**config.mk**
```make
export PLATFORM = sky130hd
export DESIGN_NAME = gpio_flicker_endpoint
export DESIGN_NICKNAME = d
export VERILOG_FILES = /design/src/rtl/gpio_flicker_endpoint.sv
export SDC_FILE = /design/constraint.sdc
export NUM_CORES = 1
export LEC_CHECK = 0
export BUFFER_PORTS_ARGS = -buffer_cell sky130_fd_sc_hd__buf_4
export CAP_MARGIN = 20
export CORE_MARGIN = 1
export CORE_UTILIZATION = 50
export CTS_BUF_LIST = sky130_fd_sc_hd__clkbuf_8
export DETAILED_ROUTE_END_ITERATION = 10
export PLACE_DENSITY = 0.77
export SLEW_MARGIN = 40
export SYNTH_ARGS = -nofsm -noshare
export SYNTH_HDL_FRONTEND = slang
export SYNTH_SLANG_ARGS = --single-unit
```
**constraint.sdc**
```tcl
create_clock -name clk -period 3.79 [get_ports clk]
set_input_delay 0.1895 -clock clk [delete_from_list [all_inputs] [get_ports clk]]
set_output_delay 0.1895 -clock clk [all_outputs]
set_load 0.05 [all_outputs]
```
**src/rtl/gpio_flicker_endpoint.sv**
```systemverilog
// rtl/gpio_flicker_endpoint.sv - toggle-flag (flicker) byte endpoint between host registers and a core byte stream
//
// Purpose:
//   Replaces software GPIO polling of the host<->PULPino flicker protocol. Lives entirely in the
//   pulpino clock domain; the two host flicker inputs are synchronized here.
//   RX path: host sets ext_data_i and toggles ext_write_flicker_i; the byte is queued in a small
//   FIFO and pulpino_read_flicker_o toggles as the acknowledge.
//   TX path: a byte accepted on tx_data_i is driven on pulpino_data_o, pulpino_write_flicker_o
//   toggles one cycle later, and the block waits for the host to toggle ext_read_flicker_i.
//
// Configuration:
//   FLICKER_TIMEOUT_EN  when defined, WAIT_ACK gives up after pTIMEOUT_CYCLES and flags tx_timeout_o.
//
// Parameters:
//   pSYNC_STAGES     flops per flicker synchronizer (>= 2)
//   pRX_DEPTH        RX FIFO entries (power of 2, >= 2)
//   pTIMEOUT_CYCLES  TX acknowledge timeout in clk cycles (timeout build only)
//
// Ports:
//   clk, rst_n                 clock, asynchronous active-low reset
//   ext_data_i                 host->target byte
//   ext_write_flicker_i        host toggle: new byte on ext_data_i
//   ext_read_flicker_i         host toggle: pulpino_data_o consumed
//   pulpino_data_o             target->host byte
//   pulpino_write_flicker_o    toggles when pulpino_data_o carries a new byte
//   pulpino_read_flicker_o     toggles when a host byte has been accepted
//   rx_data_o/valid_o/ready_i  RX FIFO head, pop on valid & ready
//   tx_data_i/valid_i/ready_o  TX byte request, accepted on valid & ready
//   rx_overflow_o              sticky: host wrote again while a byte was still unacknowledged
//   tx_timeout_o               sticky: TX acknowledge timed out (always 0 without the macro)
//   clear_err_i                clears the sticky error flags

module gpio_flicker_endpoint #(
    parameter int pSYNC_STAGES    = 2,
    parameter int pRX_DEPTH       = 4,
    parameter int pTIMEOUT_CYCLES = 65535
) (
    input  logic       clk,
    input  logic       rst_n,
    input  logic [7:0] ext_data_i,
    input  logic       ext_write_flicker_i,
    input  logic       ext_read_flicker_i,
    output logic [7:0] pulpino_data_o,
    output logic       pulpino_write_flicker_o,
    output logic       pulpino_read_flicker_o,
    output logic [7:0] rx_data_o,
    output logic       rx_valid_o,
    input  logic       rx_ready_i,
    input  logic [7:0] tx_data_i,
    input  logic       tx_valid_i,
    output logic       tx_ready_o,
    output logic       rx_overflow_o,
    output logic       tx_timeout_o,
    input  logic       clear_err_i
);

    localparam int PW          = $clog2(pRX_DEPTH);
    localparam int CW          = PW + 1;
    localparam int MASK_CYCLES = pSYNC_STAGES + 1;
    localparam int MW          = $clog2(MASK_CYCLES + 1);

    localparam logic [CW-1:0] CNT_FULL = CW'(pRX_DEPTH);
    localparam logic [MW-1:0] MASK_END = MW'(MASK_CYCLES);

    // ------------------------------------------------------------------
    // Flicker synchronizers and toggle detection
    // ------------------------------------------------------------------
    logic [pSYNC_STAGES-1:0] wr_sync_q;
    logic [pSYNC_STAGES-1:0] rd_sync_q;
    logic                    wr_last_q;
    logic                    rd_last_q;
    logic [MW-1:0]           mask_cnt_q;
    logic                    det_en;
    logic                    wr_synced;
    logic                    rd_synced;
    logic                    wr_toggle;
    logic                    rd_toggle;

    assign wr_synced = wr_sync_q[pSYNC_STAGES-1];
    assign rd_synced = rd_sync_q[pSYNC_STAGES-1];

    // Right after reset the chains fill with whatever level the host is holding;
    // until that level has reached *_last_q, a difference is not a real toggle.
    assign det_en    = (mask_cnt_q == MASK_END);
    assign wr_toggle = det_en & (wr_synced ^ wr_last_q);
    assign rd_toggle = det_en & (rd_synced ^ rd_last_q);

    always_ff @(posedge clk or negedge rst_n) begin
        if (!rst_n) begin
            wr_sync_q  <= '0;
            rd_sync_q  <= '0;
            wr_last_q  <= 1'b0;
            rd_last_q  <= 1'b0;
            mask_cnt_q <= '0;
        end else begin
            wr_sync_q <= {wr_sync_q[pSYNC_STAGES-2:0], ext_write_flicker_i};
            rd_sync_q <= {rd_sync_q[pSYNC_STAGES-2:0], ext_read_flicker_i};
            wr_last_q <= wr_synced;
            rd_last_q <= rd_synced;
            if (!det_en) begin
                mask_cnt_q <= mask_cnt_q + 1'b1;
            end
        end
    end

    // ------------------------------------------------------------------
    // RX capture stage: the byte is sampled in the cycle the toggle is seen
    // and handed to the FIFO logic on the following edge.
    // ------------------------------------------------------------------
    logic       wr_evt_q;
    logic [7:0] wr_byte_q;

    always_ff @(posedge clk or negedge rst_n) begin
        if (!rst_n) begin
            wr_evt_q  <= 1'b0;
            wr_byte_q <= '0;
        end else begin
            wr_evt_q <= wr_toggle;
            if (wr_toggle) begin
                wr_byte_q <= ext_data_i;
            end
        end
    end

    // ------------------------------------------------------------------
    // RX FIFO with one-entry pending register
    // ------------------------------------------------------------------
    logic [7:0]    mem_q [pRX_DEPTH];
    logic [PW-1:0] wr_ptr_q;
    logic [PW-1:0] rd_ptr_q;
    logic [CW-1:0] count_q;
    logic          full;
    logic          pop;
    logic          pend_valid_q;
    logic [7:0]    pend_data_q;
    logic          pend_push;
    logic          evt_push;
    logic          evt_hold;
    logic          evt_drop;
    logic          push;
    logic [7:0]    push_data;
    logic          rd_flicker_q;
    logic          ovf_q;

    assign full       = (count_q == CNT_FULL);
    assign rx_valid_o = (count_q != '0);
    assign rx_data_o  = mem_q[rd_ptr_q];
    assign pop        = rx_valid_o & rx_ready_i;

    // A held byte only moves once the FIFO has visibly drained by one entry,
    // so it lands (and is acknowledged) the cycle after the freeing pop.
    assign pend_push = pend_valid_q & ~full;
    assign evt_push  = wr_evt_q & ~pend_valid_q & (~full | pop);
    assign evt_hold  = wr_evt_q & ~pend_valid_q & full & ~pop;
    // The host may not write again before it sees the acknowledge; a byte
    // arriving while one is still held is dropped.
    assign evt_drop  = wr_evt_q & pend_valid_q;
    assign push      = pend_push | evt_push;
    assign push_data = pend_valid_q ? pend_data_q : wr_byte_q;

    always_ff @(posedge clk or negedge rst_n) begin
        if (!rst_n) begin
            for (int i = 0; i < pRX_DEPTH; i++) begin
                mem_q[i] <= '0;
            end
            wr_ptr_q     <= '0;
            rd_ptr_q     <= '0;
            count_q      <= '0;
            pend_valid_q <= 1'b0;
            pend_data_q  <= '0;
            rd_flicker_q <= 1'b0;
            ovf_q        <= 1'b0;
        end else begin
            if (push) begin
                mem_q[wr_ptr_q] <= push_data;
                wr_ptr_q        <= wr_ptr_q + 1'b1;
                rd_flicker_q    <= ~rd_flicker_q;
            end
            if (pop) begin
                rd_ptr_q <= rd_ptr_q + 1'b1;
            end
            case ({push, pop})
                2'b10:   count_q <= count_q + 1'b1;
                2'b01:   count_q <= count_q - 1'b1;
                default: count_q <= count_q;
            endcase

            if (evt_hold) begin
                pend_valid_q <= 1'b1;
                pend_data_q  <= wr_byte_q;
            end else if (pend_push) begin
                pend_valid_q <= 1'b0;
            end

            // A new error in the same cycle as a clear keeps the flag set.
            if (evt_drop) begin
                ovf_q <= 1'b1;
            end else if (clear_err_i) begin
                ovf_q <= 1'b0;
            end
        end
    end

    assign pulpino_read_flicker_o = rd_flicker_q;
    assign rx_overflow_o          = ovf_q;

    // ------------------------------------------------------------------
    // TX FSM
    // ------------------------------------------------------------------
    typedef enum logic [1:0] {
        ST_IDLE     = 2'd0,
        ST_SETUP    = 2'd1,
        ST_WAIT_ACK = 2'd2
    } tx_state_t;

    tx_state_t  state_q;
    tx_state_t  state_d;
    logic       tx_accept;
    logic       tx_toggle;
    logic       timeout_hit;
    logic       timeout_set;
    logic       tx_active;
    logic [7:0] tx_data_q;
    logic       wr_flicker_q;

    // Nothing is accepted while reset is held; the first clock after release
    // moves mask_cnt_q off zero and opens the TX side.
    assign tx_active  = (mask_cnt_q != '0);
    assign tx_ready_o = (state_q == ST_IDLE) & tx_active;

    always_ff @(posedge clk or negedge rst_n) begin
        if (!rst_n) begin
            state_q <= ST_IDLE;
        end else begin
            state_q <= state_d;
        end
    end

    always_comb begin
        state_d     = state_q;
        tx_accept   = 1'b0;
        tx_toggle   = 1'b0;
        timeout_set = 1'b0;
        case (state_q)
            ST_IDLE: begin
                if (tx_valid_i && tx_active) begin
                    tx_accept = 1'b1;
                    state_d   = ST_SETUP;
                end
            end
            ST_SETUP: begin
                // Data has been on the pins for a full cycle before the flicker moves.
                tx_toggle = 1'b1;
                state_d   = ST_WAIT_ACK;
            end
            ST_WAIT_ACK: begin
                if (rd_toggle) begin
                    state_d = ST_IDLE;
                end else if (timeout_hit) begin
                    timeout_set = 1'b1;
                    state_d     = ST_IDLE;
                end
            end
            default: begin
                state_d = ST_IDLE;
            end
        endcase
    end

    always_ff @(posedge clk or negedge rst_n) begin
        if (!rst_n) begin
            tx_data_q    <= '0;
            wr_flicker_q <= 1'b0;
        end else begin
            if (tx_accept) begin
                tx_data_q <= tx_data_i;
            end
            if (tx_toggle) begin
                wr_flicker_q <= ~wr_flicker_q;
            end
        end
    end

    assign pulpino_data_o          = tx_data_q;
    assign pulpino_write_flicker_o = wr_flicker_q;

    // ------------------------------------------------------------------
    // Optional TX acknowledge timeout
    // ------------------------------------------------------------------
`ifdef FLICKER_TIMEOUT_EN
    localparam int TW = ($clog2(pTIMEOUT_CYCLES + 1) > 16) ? $clog2(pTIMEOUT_CYCLES + 1) : 16;
    localparam logic [TW-1:0] TO_LAST = TW'(pTIMEOUT_CYCLES - 1);

    logic [TW-1:0] to_cnt_q;
    logic          to_flag_q;

    // to_cnt_q counts completed WAIT_ACK cycles; the last allowed one exits.
    assign timeout_hit = (state_q == ST_WAIT_ACK) && (to_cnt_q == TO_LAST);

    always_ff @(posedge clk or negedge rst_n) begin
        if (!rst_n) begin
            to_cnt_q  <= '0;
            to_flag_q <= 1'b0;
        end else begin
            if (state_q == ST_SETUP) begin
                to_cnt_q <= '0;
            end else if (state_q == ST_WAIT_ACK) begin
                to_cnt_q <= to_cnt_q + 1'b1;
            end
            if (timeout_set) begin
                to_flag_q <= 1'b1;
            end else if (clear_err_i) begin
                to_flag_q <= 1'b0;
            end
        end
    end

    assign tx_timeout_o = to_flag_q;
`else
    // Without the timeout build WAIT_ACK waits indefinitely; the parameter is inert.
    logic unused_timeout_cfg;

    assign timeout_hit        = 1'b0;
    assign tx_timeout_o       = 1'b0;
    assign unused_timeout_cfg = ^pTIMEOUT_CYCLES ^ timeout_set;
`endif

endmodule

```
==> impl_metrics.csv <==
group,metric,value,unit
floorplan,initial_core_util,52.4,%
yosys,synth_top_area_share,58.4,%
clocking,tritoncts,"yes",
routing,dr_wl_met2,2730,um
global_route,antenna_found_initial,0,
yosys,syn_area,3340,um2
clocking,clock_path_buffers,2,
power,p_total,3.73,mW
power,p_sw_share,38.5,%
timing,setup_viol,0,
placement,gp_congestion,0.740,
min_path,holdPathEnd,"rx_overflow_o$_DFFE_PN0P_",
critical_path,r2r_start,"pend_valid_q$_DFFE_PN0P_",
power,share_clk_of_total_power,17.6,%
yosys,synth_area_leader_cell,"dfrtp_1",
timing,period_needed,2.40,ns
power,p_sw,1.44,mW
run,max_cap_violations,0,
floorplan,die-area,7020,um2
timing,fin_crit_sh,63.4,%
final_layout,n_antenna_cell,0,
yosys,syn-num-nets,248,
global_route,grt_pass1_wl,8920,um
critical_path,critPathSlowestCell,"dfrtp_1",
yosys,synthFlopType,"dfrtp_1",
yosys,synth_edf_count,0,
yosys,synth_top_family_by_area,"multiplexers",
routing,avgViaCountPerCell,5.30,
clocking,htreeDepth,3,
yosys,synth-compound-area-share,2.73,%
final_layout,drive_gt1_share,50.9,%
power,comb_power_share,44.6,%
yosys,yosys.area_share.simple,2.62,%
timing,timing.fmax,0.416,GHz
routing,top_layer,"met4",
timing,tightest_slew,0.679,ns
routing,wl,5370,um
yosys,synthTopCellsByArea,"dfrtp_1, mux2_2, mux4_2",
yosys,synth_seq_cells,78,
clocking,ctsResizeCount,0,
power,ir_drop,0.000663,V
critical_path,startpoint_type,"register",
floorplan,ios,45,
timing,tns,0,ns
floorplan,rows,29,
clocking,clock_latency,0.33,ns
critical_path,crit_fanout,17,
global_route,grt_max_degree,79,
status,status,"complete, no violations",
placement,place_inst,331,
yosys,postSynthCellCount,217,
final_layout,instances_no_fill,348,
clocking,cts-buffers-inserted,9,
routing,wl_met3,167,um
global_route,grt.total_usage,16.5,%
routing,via_count,1843,
critical_path,reg2reg_depth,9,
final_layout,fill_cells,501,
placement,dpl.hpwl,3700,um
floorplan,coreArea,6390,um2
critical_path,timing.rr.end,"count_q[2]$_DFFE_PN0P_",
min_path,min_from,"clear_err_i",
placement,postPlaceCellArea,3740,um2
min_path,whs_path_depth,2,
power,pwr-share-seq,37.9,%
timing,finalWorstSetupSlack,1.39,ns
yosys,synth_commonest_cells,"dfrtp_1, mux2_2, inv_1",
clocking,cts_hold_buf,3,
yosys,synth.distinct_cells,30,
routing,drtAntennaViolNets,0,
timing,drv_slew,0,
final_layout,area_growth,18.9,%
yosys,avgSynthCellArea,15.4,um2
power,internal-power,2.29,mW
yosys,yosysMostFrequentCell,"dfrtp_1",
final_layout,fin_nets,299,
placement,portBuffers,43,
global_route,grt_pass1_vias,1875,
critical_path,crit_path_max_incr_delay,0.65,ns
timing,skew,0.00475,ns
routing,first_pass_iters,4,
yosys,seq_area_frac_synth,58.4,%
routing,post_drt_wl_per_cell,15.4,um
global_route,grt-ovfl-total,0,
clocking,cts_setup_buffers,0,
yosys,synth_warnings,0,
critical_path,r2r_slack,1.39,ns
clocking,cts.sinks,78,
timing,worst_hold_slack,0.0367,ns
power,p_leak,1.78,nW
critical_path,cp.arrival,2.65,ns
final_layout,final_cell_area,3980,um2
routing,route.detailed.drc,0,
power,p_per_area,939,nW/um2
timing,slew_headroom,54.7,%
routing,drt_first_iter_violations,52,
clocking,clkTransAtPathRegs,0.07,ns
yosys,async_flop_share,100,%
floorplan,die_x,83.8,um
floorplan,dieHeight,83.8,um
critical_path,crit_path_cell_trace,"nand2b_1 -> a21oi_1 -> inv_1 -> ha_1 -> inv_1 -> fa_1 -> xor2_1 -> nor2_1 -> xor2_1",
placement,dpl_worst_slack,1.38,ns
final_layout,fin_util,62.3,%
clocking,cts_root_buf,"clkbuf_8",
yosys,synthMuxAreaShare,27.9,%
min_path,min_path_type,"input port to register",
critical_path,criticalPathCategory,"register to register",
yosys,synth-xor-area-share,2.88,%
routing,wl_met1,2440,um
critical_path,cp.required,4.04,ns
yosys,synth_fa_ha_area_share,3.22,%
timing,rsz0062_at_grt,"false",
critical_path,cp-end-kind,"register",
timing,hold_viol_final,0,
[power groups by stage]
stage	sequential (mW)	clock, mW	combinational [mW]
after CTS	1.42	0.676	1.69
after global placement	1.42	0	1.66
after global routing	1.47	0.705	1.76
after floorplan	1.53	0	1.14
final	1.41	0.655	1.66
after detailed placement	1.44	0	1.68
[logic make-up (layout without fill, tap and decap cells)]
family | after synthesis | in the layout
flip-flops | 78 | 78
XOR/XNOR | 11 | 11
AO/OA/AOI/OAI | 13 | 13
adder cells (fa/ha/maj) | 8 | 8
multiplexers | 75 | 75
AND/OR/NAND/NOR | 14 | 14
other | 1 | 1
buffers and inverters | 17 | 71
[worst max path at each step]
stage | start | slack (ns) | endpoint
global route | pend_valid_q$_DFFE_PN0P_ | 1.19 | count_q[2]$_DFFE_PN0P_
detailed placement | pend_valid_q$_DFFE_PN0P_ | 1.38 | count_q[2]$_DFFE_PN0P_
floorplan | mask_cnt_q[0]$_DFFE_PN0N_ | 1.24 | pulpino_data_o[0]$_DFFE_PN0P_
CTS | pend_valid_q$_DFFE_PN0P_ | 1.36 | count_q[2]$_DFFE_PN0P_
finish | pend_valid_q$_DFFE_PN0P_ | 1.39 | count_q[2]$_DFFE_PN0P_
global placement | pend_valid_q$_DFFE_PN0P_ | 1.48 | count_q[2]$_DFFE_PN0P_
[metal layers]
metal / vias up / GRT usage, %
met4: 0 / 3.70
met3: 5 / 5.34
met2: 32 / 26.4
li1: 862 / -
met5: - / 0
met1: 944 / 22.2
[worst max-delay path, delay by kind of cell (launching register included)]
family	cells	cell delay, ns
AOI/OAI and AO/OA	1	0.21
xor gates and xnor gates	2	0.32
adders and majority gates	2	0.55
buffers and inverters	2	0.16
DFF	1	0.65
and+or+nand+nor	2	0.44
[flip-flops by register name, indices dropped and copies added (netlist names), 2 cells and up]
register,flops
wr_sync_q,2
count_q,3
state_q,2
wr_byte_q,8
rd_ptr_q,2
mask_cnt_q,2
rd_sync_q,2
mem_q,32
pulpino_data_o,8
pend_data_q,8
wr_ptr_q,2
[cell usage in the layout (no fill, tap or decap), types with 4 or more instances in the layout]
| master | n |
|---|---|
| nand2_1 | 5 |
| mux4_2 | 8 |
| ha_1 | 7 |
| dfrtp_1 | 78 |
| buf_4 | 42 |
| mux2_2 | 65 |
| xor2_1 | 6 |
| inv_1 | 11 |
| clkbuf_8 | 10 |
| xnor2_1 | 5 |
| a21oi_2 | 4 |
| o21ai_0 | 5 |
[area by class of cell]
| type | count | area (um2) | area share [%] |
|---|---|---|---|
| Timing Repair Buffer | 46 | 357 | 8.97 |
| Inverter | 11 | 41.3 | 1.04 |
| Clock buffer | 10 | 138 | 3.46 |
| Multi-Input combinational cell | 122 | 1320 | 33.2 |
| Tap cell | 77 | 96.3 | 2.42 |
| Sequential cell | 78 | 1950 | 49.1 |
| Clock inverter | 4 | 72.6 | 1.83 |
No activity file was read; power rests on OpenSTA's default activity.
